### config.mk
export PLATFORM = sky130hd
export DESIGN_NAME = ycr2_mem_wb_bridge
export DESIGN_NICKNAME = d
export VERILOG_FILES = /design/src/rtl/ycr2_mem_wb_bridge.sv
export SDC_FILE = /design/constraint.sdc
export NUM_CORES = 1
export LEC_CHECK = 0
export CAP_MARGIN = 20
export CORE_ASPECT_RATIO = 0.9
export CORE_MARGIN = 8
export CORE_UTILIZATION = 39
export CTS_CLUSTER_SIZE = 12
export DETAILED_ROUTE_END_ITERATION = 8
export MAX_ROUTING_LAYER = met4
export PLACE_DENSITY = 0.87
export RECOVER_POWER = 100
export SKIP_LAST_GASP = 1
export SLEW_MARGIN = 40
export SYNTH_ARGS = -nofsm -noshare
export SYNTH_HDL_FRONTEND = slang
export SYNTH_SLANG_ARGS = --single-unit
### constraint.sdc
create_clock -name clk -period 2.7 [get_ports clk]
set_input_delay 0.54 -clock clk [delete_from_list [all_inputs] [get_ports clk]]
set_output_delay 0.54 -clock clk [all_outputs]
set_load 0.01 [all_outputs]
### src/rtl/ycr2_mem_wb_bridge.sv
// Core-side memory request to Wishbone classic bridge.
// Executes single or incrementing-burst requests as per-beat bus cycles.
module ycr2_mem_wb_bridge #(
    parameter int AW      = 32,
    parameter int DW      = 32,
    parameter int BLW     = 3,
    parameter int TIMEOUT = 255
) (
    input  logic            clk,
    input  logic            rst_n,
    input  logic            core_req,
    input  logic            core_cmd,
    input  logic [1:0]      core_width,
    input  logic [AW-1:0]   core_addr,
    input  logic [BLW-1:0]  core_bl,
    input  logic [DW-1:0]   core_wdata,
    output logic            core_req_ack,
    output logic [DW-1:0]   core_rdata,
    output logic [1:0]      core_resp,
    output logic            wbm_cyc_o,
    output logic            wbm_stb_o,
    output logic            wbm_we_o,
    output logic [AW-1:0]   wbm_adr_o,
    output logic [DW-1:0]   wbm_dat_o,
    output logic [DW/8-1:0] wbm_sel_o,
    input  logic [DW-1:0]   wbm_dat_i,
    input  logic            wbm_ack_i,
    input  logic            wbm_err_i
);

    localparam int SW = DW / 8;

    localparam logic [1:0] RSP_OK  = 2'b01;
    localparam logic [1:0] RSP_ER  = 2'b10;
    localparam logic [1:0] RSP_LOK = 2'b11;

    typedef enum logic [1:0] {
        IDLE,
        ACCESS,
        RESP
    } state_t;

    state_t         state_q, state_d;
    logic           cmd_q, cmd_d;
    logic [1:0]     width_q, width_d;
    logic [AW-1:0]  addr_q, addr_d;
    logic [BLW-1:0] beats_q, beats_d;
    logic [BLW-1:0] idx_q, idx_d;
    logic [15:0]    tmo_q, tmo_d;
    logic [1:0]     resp_q, resp_d;
    logic [DW-1:0]  rdata_q, rdata_d;

    logic           misaligned;
    logic           last_beat;
    logic           tmo_hit;
    logic [AW-1:0]  base_adr;
    logic [AW-1:0]  beat_adr;
    logic [SW-1:0]  sel0;

    assign misaligned = ((core_width == 2'd1) && core_addr[0]) ||
                        (core_width[1] && (core_addr[1:0] != 2'b00));
    assign last_beat  = (idx_q == beats_q - 1'b1);
    assign tmo_hit    = (tmo_q == 16'(TIMEOUT - 1));

    // Follow-on beats are word aligned regardless of the first byte offset.
    assign base_adr = (idx_q == '0) ? addr_q : {addr_q[AW-1:2], 2'b00};
    assign beat_adr = base_adr + AW'({idx_q, 2'b00});

    always_comb begin
        sel0 = '1;
        if (width_q == 2'd0)
            sel0 = SW'(1) << addr_q[1:0];
        else if (width_q == 2'd1)
            sel0 = addr_q[1] ? SW'(4'b1100) : SW'(4'b0011);
    end

    always_comb begin
        state_d      = state_q;
        cmd_d        = cmd_q;
        width_d      = width_q;
        addr_d       = addr_q;
        beats_d      = beats_q;
        idx_d        = idx_q;
        tmo_d        = tmo_q;
        resp_d       = resp_q;
        rdata_d      = rdata_q;
        core_req_ack = 1'b0;
        core_resp    = 2'b00;
        core_rdata   = '0;
        wbm_cyc_o    = 1'b0;
        wbm_stb_o    = 1'b0;
        wbm_we_o     = 1'b0;
        wbm_adr_o    = '0;
        wbm_sel_o    = '0;
        wbm_dat_o    = '0;
        unique case (state_q)
            IDLE: begin
                core_req_ack = core_req & rst_n;
                if (core_req) begin
                    cmd_d   = core_cmd;
                    width_d = core_width;
                    addr_d  = core_addr;
                    beats_d = (core_bl == '0) ? BLW'(1) : core_bl;
                    idx_d   = '0;
                    tmo_d   = '0;
                    if (misaligned) begin
                        resp_d  = RSP_ER;
                        rdata_d = '0;
                        state_d = RESP;
                    end else begin
                        state_d = ACCESS;
                    end
                end
            end
            ACCESS: begin
                wbm_cyc_o = 1'b1;
                wbm_stb_o = 1'b1;
                wbm_we_o  = cmd_q;
                wbm_adr_o = beat_adr;
                wbm_sel_o = (idx_q == '0) ? sel0 : '1;
                wbm_dat_o = core_wdata;
                tmo_d     = tmo_q + 16'd1;
                if (wbm_err_i) begin
                    resp_d  = RSP_ER;
                    rdata_d = '0;
                    state_d = RESP;
                end else if (wbm_ack_i) begin
                    resp_d  = last_beat ? RSP_LOK : RSP_OK;
                    rdata_d = cmd_q ? '0 : wbm_dat_i;
                    state_d = RESP;
                end else if (tmo_hit) begin
                    resp_d  = RSP_ER;
                    rdata_d = '0;
                    state_d = RESP;
                end
            end
            RESP: begin
                core_resp  = resp_q;
                core_rdata = rdata_q;
                wbm_cyc_o  = (resp_q == RSP_OK);
                if (resp_q == RSP_OK) begin
                    idx_d   = idx_q + 1'b1;
                    tmo_d   = '0;
                    state_d = ACCESS;
                end else begin
                    state_d = IDLE;
                end
            end
            default: state_d = IDLE;
        endcase
    end

    always_ff @(posedge clk) begin
        if (!rst_n) begin
            state_q <= IDLE;
            cmd_q   <= 1'b0;
            width_q <= 2'b00;
            addr_q  <= '0;
            beats_q <= '0;
            idx_q   <= '0;
            tmo_q   <= '0;
            resp_q  <= 2'b00;
            rdata_q <= '0;
        end else begin
            state_q <= state_d;
            cmd_q   <= cmd_d;
            width_q <= width_d;
            addr_q  <= addr_d;
            beats_q <= beats_d;
            idx_q   <= idx_d;
            tmo_q   <= tmo_d;
            resp_q  <= resp_d;
            rdata_q <= rdata_d;
        end
    end

endmodule

==> impl_metrics.ini <==
[run_status]
status = complete, but fails checks
violations = negative setup slack

[timing]
final_hold_viol_count = 0
drv_slew = 0
setup_ws_ps = -357.7
holdWs_ps = 453.6
timing.final.crit_share = 1.132
skew_ps = 6.582
min_period_ps = 3058
worst_pin_slew_ps = 831.9
relSlewSlack = 0.4454
max_freq_mhz = 327.0
setup_violations = 22
rsz0062_at_grt = true

[synth]
avgSynthCellArea_um2 = 7.707
synth.top_cell.area_share = 0.3421
synth-edff-count = 0
yosysTopAreaCell = dfxtp_1
yosysUniqueCellTypes = 59
postSynthNetCount = 826
yosys_warnings = 0
synth_cells = 706
yosys-top-cells-area = dfxtp_1, nand2_1, and2_1
synth-main-ff-cell = dfxtp_1
yosysMostFrequentCell = nand2_1
synth_area_um2 = 5441
ys_ff_latch = 93
yosys-top-cells-count = nand2_1, dfxtp_1, and2_1
async_reset_ff_frac = 0
seq_area_frac_synth = 0.3421

[grt]
grt_pass1_wl_um = 29930
overflow = 0
grtUsageTotal = 0.2088
grt_pass1_vias = 6038
antenna_found_initial = 0
grt_max_degree = 47

[detailed_routing]
via_per_inst = 5.319
firstDrtPassIters = 8
first_iter_violations = 526
wirelength_um = 19400
ant_nets = 0
vias = 5989
wl_per_cell_um = 17.22
drc = 0

[clocking]
clock_latency_ps = 340
clkTransAtPathRegs_ps = 70
cts_tree = yes
cts_buffers = 9
cts.sinks = 93
clockBufferDepth = 2
h-tree-depth = 3
cts-root-buf = clkbuf_16
holdBufCountCts = 0

[pwr]
ir_drop_mv = 0.4310
power.density_nw_per_um2 = 595.6
power_mw = 5.130
p_leak_nw = 3.360

[min_path]
timing.hold.worst_endpoint = rdata_q[5]
hp-class = reg2reg
min-delay-start = rdata_q[5]
hold_depth = 2

[die]
start_util = 0.3929
pin_count = 213
fp.dieW_um = 140.5
die_y_um = 128.1
fp.dieArea_um2 = 17990
rows = 41
core-area_um2 = 13850

[cells_and_area]
final_layout_size_suffix_gt1_frac = 0.1677
nets = 1069
diodes = 0
multi_input_area_um2 = 3540
num-fill-cells = 1133
fin_cells = 1126
fin_util = 0.6220
stdcell_area_um2 = 8615
area.sequential_um2 = 1869
syn2layout_area_growth_pct = 58.31

[flow_run]
maxCapViolCount = 0

[critical_path]
reg2regPathDepth = 7
path_class = reg2out
reg2reg_from = state_q[0]
r2r_setup_slack_ps = 100
rr_endpoint = tmo_q[1]
worst-path-max-fanout = 8
crit_path_end_kind = output port
cp.required_ps = 2160
arrival_ps = 2520
worstSetupStartpointType = register

[placement]
dpl-instance-area_um2 = 8029
place_inst = 1099
gp_congestion = 0.8816
io_buffers = 212
dp_hpwl_um = 13790
-- where the power goes --
part / internal [mW] / switching (mW)
registers: 1.52 / 0.134
logic: 0.937 / 1.15
clock network: 0.841 / 0.547
total: 3.30 / 1.83
-- sequential cells by signal, indices dropped and copies added, names as in the netlist --
name,cells
addr_q,32
rdata_q,32
tmo_q,16
beats_q,3
idx_q,3
resp_q,2
state_q,2
width_q,2
cmd_q,1
-- stage by stage --
stage,worst slack (ps),TNS (ps)
6_report,-357.7,-4687
5_1_grt,-431.5,-9339
4_1_cts,-390.9,-4488
3_5_place_dp,-473.7,-6368
3_3_place_gp,-419.6,-5410
2_1_floorplan,11.13,0
-- timing repair --
item,CTS,global route
gates cloned,1,1
setup endpoints to repair,31,30
gates resized for setup,123,43
pin swaps,23,12
setup buffers,2,6
-- cell usage in the layout (no fill, tap or decap), types with 5 or more instances in the layout --
master / n
a21oi_2: 8
nand4_1: 8
inv_1: 22
buf_4: 48
nand2b_1: 7
buf_6: 7
nor2_1: 17
nand2_1: 158
o31ai_1: 11
and4_1: 5
dfxtp_2: 6
nand3_1: 17
xnor2_1: 7
mux2i_1: 41
a21oi_1: 60
dfxtp_1: 87
clkdlybuf4s50_1: 181
ha_1: 9
or4_1: 11
clkbuf_16: 9
or3_1: 9
nor3_1: 6
buf_2: 23
or4_4: 7
o21ai_0: 13
and2_1: 70
-- critical path, stage by stage (launching register included) --
cell	delay, ps
dfxtp_2	360
ha_4	140
inv_2	30
fa_2	360
nor2b_4	190
o2111ai_4	160
buf_12	180
or4_1	480
a21oi_2	130
buf_2	140
-- how the worst max path moves through the flow --
| stage | startpoint | cells after the start | end |
|---|---|---|---|
| after floorplan | idx_q[0] | 7 | wbm_adr_o[18] |
| after global placement | addr_q[2] | 9 | wbm_adr_o[20] |
| after detailed placement | addr_q[2] | 9 | wbm_adr_o[20] |
| after CTS | idx_q[0] | 9 | wbm_adr_o[28] |
| after global routing | idx_q[0] | 10 | wbm_adr_o[22] |
| final | idx_q[0] | 9 | wbm_adr_o[26] |
-- cell families (layout without fill, tap and decap cells) --
logic type	count (synthesis)	in the layout	synth area share
buffers and inverters	69	316	0.05472
adders and majority gates	13	13	0.03127
xor gates and xnor gates	13	13	0.02092
muxes	41	41	0.07542
DFF	93	93	0.3421
AOI/OAI and AO/OA	125	125	0.1368
and+or+nand+nor	352	353	0.3387
-- layer usage --
layer / part of all wire / vias up / track usage
met4: 0.017 / 0 / 0.06061
met3: 0.096 / 27 / 0.07148
met5: 0 / - / -
met2: 0.48 / 266 / 0.3392
met1: 0.41 / 2779 / 0.2415
li1: - / 2917 / -
-- final cells by class --
class,count,share of cell area
Multi-Input combinational cell,545,0.4109
Timing Repair Buffer,276,0.2989
Sequential cell,93,0.2170
Clock buffer,11,0.02818
Tap cell,172,0.02498
Inverter,24,0.01046
Clock inverter,5,0.009586
Power figures use the tool's default switching activity.
